### src/rtl/gemv_pkg.sv
// gemv_pkg: shared types and default sizing for the GEMV host controller.
//   GEMV_DW      - data word width
//   GEMV_SZ      - array dimension
//   GEMV_TIMEOUT - default WAIT watchdog limit (used with GEMV_TIMEOUT_EN)
package gemv_pkg;

  localparam int GEMV_DW = 16;
  localparam int GEMV_SZ = 3;

  localparam int GEMV_TIMEOUT = 1024;

  typedef enum logic [2:0] {
    IDLE,
    LOAD_A,
    LOAD_W,
    START,
    WAIT,
    DRAIN
  } state_e;

  // Counter width that never collapses to zero bits.
  function automatic int clog2_min1(input int n);
    return (n > 1) ? $clog2(n) : 1;
  endfunction

endpackage

### src/rtl/gemv_out_ser.sv
// gemv_out_ser: captures the wrapper's parallel result vector on ld_i and
// streams it out one word per valid/ready handshake.
//   clk_i, rst_i        - clock, synchronous active-high reset
//   ld_i, res_i[SZ]     - load strobe and parallel result
//   out_valid_o/out_ready_i/out_data_o/out_last_o - serial result stream
//   done_o              - handshake of the last word this cycle
module gemv_out_ser #(
  parameter int DW = gemv_pkg::GEMV_DW,
  parameter int SZ = gemv_pkg::GEMV_SZ
) (
  input  logic          clk_i,
  input  logic          rst_i,
  input  logic          ld_i,
  input  logic [DW-1:0] res_i [SZ],
  input  logic          out_ready_i,
  output logic          out_valid_o,
  output logic [DW-1:0] out_data_o,
  output logic          out_last_o,
  output logic          done_o
);
  import gemv_pkg::*;

  localparam int SW = clog2_min1(SZ);

  logic [DW-1:0] res_q [SZ];
  logic [SW-1:0] idx_q;
  logic          vld_q;
  logic          hs, last;

  // Result buffer has no reset; contents are only meaningful once loaded.
  for (genvar gi = 0; gi < SZ; gi++) begin : g_lane
    always_ff @(posedge clk_i) begin
      if (ld_i) res_q[gi] <= res_i[gi];
    end
  end

  assign last = (idx_q == SW'(SZ-1));
  assign hs   = vld_q & out_ready_i;

  always_ff @(posedge clk_i) begin
    if (rst_i) begin
      vld_q <= 1'b0;
      idx_q <= '0;
    end else if (ld_i) begin
      vld_q <= 1'b1;
      idx_q <= '0;
    end else if (hs) begin
      if (last) begin
        vld_q <= 1'b0;
        idx_q <= '0;
      end else begin
        idx_q <= idx_q + 1'b1;
      end
    end
  end

  assign out_valid_o = vld_q;
  assign out_data_o  = res_q[idx_q];
  assign out_last_o  = vld_q & last;
  assign done_o      = hs & last;

endmodule

### src/rtl/gemv_host_ctrl.sv
// gemv_host_ctrl: host-side initiator for the GEMV array wrapper.
// Loads A (row-major, SZ*SZ words) then W (SZ words) from a serial stream,
// pulses arr_en, waits for arr_valid, then streams the SZ results back.
//   in_valid/in_ready/in_data            - serial input stream
//   out_valid/out_ready/out_data/out_last - serial result stream
//   arr_A/arr_W/arr_en                    - wrapper inputs and start pulse
//   arr_O/arr_valid                       - wrapper result and done pulse
//   busy - not IDLE;  err - sticky WAIT timeout
// Optional macro GEMV_TIMEOUT_EN adds a WAIT watchdog of TIMEOUT_CYCLES;
// without it err is tied low and WAIT exits only on arr_valid.
module gemv_host_ctrl #(
  parameter int DW             = gemv_pkg::GEMV_DW,
  parameter int SZ             = gemv_pkg::GEMV_SZ,
  parameter int TIMEOUT_CYCLES = gemv_pkg::GEMV_TIMEOUT
) (
  input  logic          clk,
  input  logic          rst,
  input  logic          in_valid,
  output logic          in_ready,
  input  logic [DW-1:0] in_data,
  output logic          out_valid,
  input  logic          out_ready,
  output logic [DW-1:0] out_data,
  output logic          out_last,
  output logic [DW-1:0] arr_A [SZ*SZ],
  output logic [DW-1:0] arr_W [SZ],
  output logic          arr_en,
  input  logic [DW-1:0] arr_O [SZ],
  input  logic          arr_valid,
  output logic          busy,
  output logic          err
);
  import gemv_pkg::*;

  localparam int NA = SZ*SZ;
  localparam int IW = clog2_min1(NA);

  state_e        state_q, state_d;
  logic [IW-1:0] idx_q, idx_d, wr_idx;
  logic          in_ready_q, in_ready_d;
  logic          in_hs, ld, drain_done, tmo;
  logic [DW-1:0] a_q [NA];
  logic [DW-1:0] w_q [SZ];

  assign in_hs = in_valid & in_ready_q;

`ifdef GEMV_TIMEOUT_EN
  localparam int TW = clog2_min1(TIMEOUT_CYCLES+1);
  logic [TW-1:0] tmr_q;
  logic          err_q;

  // arr_valid on the limit cycle takes priority over the timeout.
  assign tmo = (state_q == WAIT) && !arr_valid && (tmr_q == TW'(TIMEOUT_CYCLES-1));

  always_ff @(posedge clk) begin
    if (rst) begin
      tmr_q <= '0;
      err_q <= 1'b0;
    end else begin
      tmr_q <= (state_q == WAIT) ? tmr_q + 1'b1 : '0;
      if (tmo) err_q <= 1'b1;
    end
  end

  assign err = err_q;
`else
  assign tmo = 1'b0;
  assign err = 1'b0;
`endif

  always_comb begin
    state_d = state_q;
    idx_d   = idx_q;
    ld      = 1'b0;
    case (state_q)
      IDLE: if (in_hs) begin
        state_d = LOAD_A;
        idx_d   = IW'(1);
      end
      LOAD_A: if (in_hs) begin
        if (idx_q == IW'(NA-1)) begin
          idx_d   = '0;
          state_d = LOAD_W;
        end else begin
          idx_d = idx_q + 1'b1;
        end
      end
      LOAD_W: if (in_hs) begin
        // idx returns to 0 so IDLE always writes slot 0 next job.
        if (idx_q == IW'(SZ-1)) begin
          idx_d   = '0;
          state_d = START;
        end else begin
          idx_d = idx_q + 1'b1;
        end
      end
      START: state_d = WAIT;
      WAIT: begin
        if (arr_valid) begin
          ld      = 1'b1;
          idx_d   = '0;
          state_d = DRAIN;
        end else if (tmo) begin
          state_d = IDLE;
        end
      end
      DRAIN: if (drain_done) state_d = IDLE;
      default: state_d = IDLE;
    endcase
  end

  // in_ready is registered off the next state, so it never depends on in_valid.
  assign in_ready_d = (state_d == IDLE) || (state_d == LOAD_A) || (state_d == LOAD_W);

  always_ff @(posedge clk) begin
    if (rst) begin
      state_q    <= IDLE;
      idx_q      <= '0;
      in_ready_q <= 1'b0;
    end else begin
      state_q    <= state_d;
      idx_q      <= idx_d;
      in_ready_q <= in_ready_d;
    end
  end

  // Operand storage: written only on accepted words, so it stays stable
  // from START until the next job's first word.
  assign wr_idx = (state_q == IDLE) ? '0 : idx_q;

  for (genvar gi = 0; gi < NA; gi++) begin : g_a
    always_ff @(posedge clk) begin
      if (in_hs && (state_q != LOAD_W) && (wr_idx == IW'(gi))) a_q[gi] <= in_data;
    end
  end

  for (genvar gi = 0; gi < SZ; gi++) begin : g_w
    always_ff @(posedge clk) begin
      if (in_hs && (state_q == LOAD_W) && (idx_q == IW'(gi))) w_q[gi] <= in_data;
    end
  end

  assign arr_A    = a_q;
  assign arr_W    = w_q;
  assign arr_en   = (state_q == START);
  assign busy     = (state_q != IDLE);
  assign in_ready = in_ready_q;

  gemv_out_ser #(.DW(DW), .SZ(SZ)) u_ser (
    .clk_i       (clk),
    .rst_i       (rst),
    .ld_i        (ld),
    .res_i       (arr_O),
    .out_ready_i (out_ready),
    .out_valid_o (out_valid),
    .out_data_o  (out_data),
    .out_last_o  (out_last),
    .done_o      (drain_done)
  );

endmodule

### config.mk
export PLATFORM = sky130hd
export DESIGN_NAME = gemv_host_ctrl
export DESIGN_NICKNAME = d
export VERILOG_FILES = /design/src/rtl/gemv_pkg.sv /design/src/rtl/gemv_out_ser.sv /design/src/rtl/gemv_host_ctrl.sv
export SDC_FILE = /design/constraint.sdc
export NUM_CORES = 1
export LEC_CHECK = 0
export ABC_AREA = 1
export CAP_MARGIN = 20
export CORE_ASPECT_RATIO = 1.5
export CORE_MARGIN = 5
export CORE_UTILIZATION = 45
export CTS_CLUSTER_DIAMETER = 100
export DETAILED_ROUTE_END_ITERATION = 12
export PLACE_DENSITY = 0.76
export SLEW_MARGIN = 20
export SYNTH_ARGS = -nofsm -noshare
export SYNTH_HDL_FRONTEND = slang
export SYNTH_SLANG_ARGS = --single-unit
### constraint.sdc
create_clock -name clk -period 2.4 [get_ports clk]
set_input_delay 0.24 -clock clk [delete_from_list [all_inputs] [get_ports clk]]
set_output_delay 0.24 -clock clk [all_outputs]
set_load 0.02 [all_outputs]
==> results.py <==
metrics = {
    "status": {
        "status": "complete, no violations",
    },
    "critical_path": {
        "crit_path_end_kind": "output port",
        "rrSetupSlack_ns": 0.65,
        "rr_endpoint": "arr_A[16]$_DFFE_PP_",
        "path_class": "flop to output port",
        "required_ns": 2.16,
        "start_kind": "flop",
        "r2r-start": "state_q[2]$_SDFF_PP0_",
        "crit_fanout": 16,
        "cp.arrival_ns": 2.01,
        "reg2regPathDepth": 5,
    },
    "floorplan": {
        "die_h_um": 176.9,
        "dieWidth_um": 121.3,
        "coreArea_sq_um": 18390,
        "start_util": 0.4545,
        "die_area_sq_um": 21460,
        "ios": 283,
        "row_count": 61,
    },
    "synth": {
        "yosysWarnings": 0,
        "yosysTopAreaCell": "edfxtp_1",
        "synthTopCellsByArea": "edfxtp_1, dfxtp_1, a21oi_1, nand2_1, nor2_1",
        "synth_seq_cells": 253,
        "avgSynthCellArea_sq_um": 18.83,
        "synthCells": 444,
        "synth-seq-area-share": 0.8933,
        "yosysTopAreaCellShare": 0.8621,
        "yosysUniqueCellTypes": 26,
        "synthesis.area_sq_um": 8359,
        "synthesis.nets": 517,
    },
    "routing": {
        "drt-total-wl_um": 24490,
        "routedWlPerCell_um": 23.84,
        "drtIter0Drc": 543,
        "drc": 0,
        "vias": 5157,
        "ant_nets": 0,
        "viasPerCell": 5.021,
        "drtPass1Iterations": 6,
    },
    "cts": {
        "h-tree-depth": 1,
        "cts_sinks": 253,
        "cts_hold_buf": 0,
        "cts_tree": "yes",
        "cts_root_buf": "clkbuf_16",
        "max-clock-path-buffers": 3,
        "cts_made_buffers": 22,
        "clk_pin_slew_ns": 0.07,
        "clk_latency_ns": 0.50,
    },
    "global_route": {
        "grt_max_degree": 51,
        "grt_usage": 0.2222,
        "antenna_found_initial": 0,
        "grt_pass1_vias": 5124,
        "grt-ovfl-total": 0,
        "grt_pass1_wl_um": 34620,
    },
    "timing": {
        "rsz0062_at_grt": "false",
        "finalSetupTns_ns": 0,
        "min_period_ns": 2.247,
        "tightestPinTransition_ns": 0.5045,
        "fmax_mhz": 445.1,
        "skew_ns": 0.01111,
        "fin_crit_sh": 0.9361,
        "setup_viol": 0,
        "hold_viol": 0,
        "slew_headroom": 0.6626,
        "slew_violations": 0,
    },
    "pwr": {
        "irDropWorstVdd_mv": 0.5051,
        "p_per_area_nw_per_um2": 694.4,
        "leakage_nw": 4.245,
        "total_power_mw": 8.568,
    },
    "worst_hold_path": {
        "worstHoldStart": "arr_O[16]",
        "hold_path_class": "primary input to flop",
        "holdPathEnd": "u_ser.res_q[1][0]$_DFFE_PP_",
        "min_path_cells": 1,
    },
    "job": {
        "drv_cap": 0,
    },
    "layout": {
        "register_area_sq_um": 7468,
        "multi_input_area_sq_um": 788.3,
        "syn2layout_area_growth_pct": 47.61,
        "drive_above_1_share": 0.1006,
        "num_antenna_cells": 0,
        "layout_commonest_cell": "clkdlybuf4s50_1",
        "nets": 835,
        "fill_cells": 1163,
        "final_cell_mix": "clkdlybuf4s50_1, edfxtp_1, nand2_1, a21oi_1, nor2_1",
        "final_util": 0.6708,
    },
    "placed_design": {
        "dp_hpwl_um": 18110,
        "numPortBuffers": 281,
        "place_congestion": 0.8720,
    },
}
## cell families after synthesis
family	Yosys count	synth area share
flops	253	0.8933
simple gates	112	0.05853
compound gates	44	0.02634
buf+inv	30	0.01542
fa+ha+maj	4	0.005987
other cells	1	0.0004486
## cell type report
class	instances	share of cell area
repair buffers	302	0.2417
clock buffers	27	0.04786
multi-input cells	161	0.06388
clock inverters	10	0.008416
flip-flops and latches	253	0.6053
inverters	22	0.007301
well taps	252	0.02555
## metal layers
metal	up-vias	global-route usage	routed length, um
li1	2272	-	-
met1	2518	0.2603	8395
met2	320	0.3995	13150
met3	47	0.03582	1910
met4	0	0.09813	1034
met5	-	0	0
## registers in the layout, summed over array words and instances, names as in the netlist, named ones only
register and flops:
u_ser.idx_q 2, arr_W 48, arr_A 144, in_ready 1, idx_q 4, u_ser.res_q 48, state_q 3, u_ser.out_valid_o 1
## cell usage after synthesis, drive strengths merged
library cell   count
and2               1
ha                 4
nand4              1
a21oi             39
and3               1
o21ai              5
nand3b             1
nand2             50
dfxtp             13
conb               1
clkbuf             1
nand3              9
buf                6
nor2              43
nor3               5
inv               22
clkdlybuf4s25      1
nor4               1
edfxtp           240
## repair_timing
action	CTS	global route
endpoints found under the setup margin	16	15
gates resized for setup	2	1
buffers inserted	3	0
## critical path, stage by stage, from the launching register on
cell and delay, ns:
dfxtp_1 0.38, buf_4 0.24, a21oi_1 0.09, a21oi_1 0.15, clkdlybuf4s50_1 0.64
## power breakdown
part	leakage, nW	internal (mW)	total [mW]	switching (mW)
Combinational	1.64	0.133	0.266	0.133
Clock	0.342	1.97	3.45	1.48
Sequential	2.27	4.84	4.85	0.0103
Total	4.25	6.94	8.57	1.62
## worst max path at each step
stage	to	slack, ns	cells after the start
3_3_place_gp	arr_A[97]$_DFFE_PP_	0.46	6
2_1_floorplan	arr_A[128]$_DFFE_PP_	0.37	7
3_5_place_dp	arr_A[25]$_DFFE_PP_	0.41	6
6_report	out_data[12]	0.15	4
4_1_cts	out_data[8]	0.06	4
5_1_grt	out_data[0]	0.03	4
## per-stage QoR
step | setup slack [ns] | hold WS [ns] | instances | area (sq um)
5_1_grt | 0.03300 | 0.2741 | 1027 | 12340
3_3_place_gp | 0.4552 | 0.4957 | 987 | 11610
2_1_floorplan | 0.3718 | 0.3389 | 444 | 8359
6_report | 0.1533 | 0.2889 | 1027 | 12340
3_5_place_dp | 0.4077 | 0.5012 | 987 | 11610
4_1_cts | 0.05988 | 0.2739 | 1027 | 12340
(Power assumes the default switching activity.)
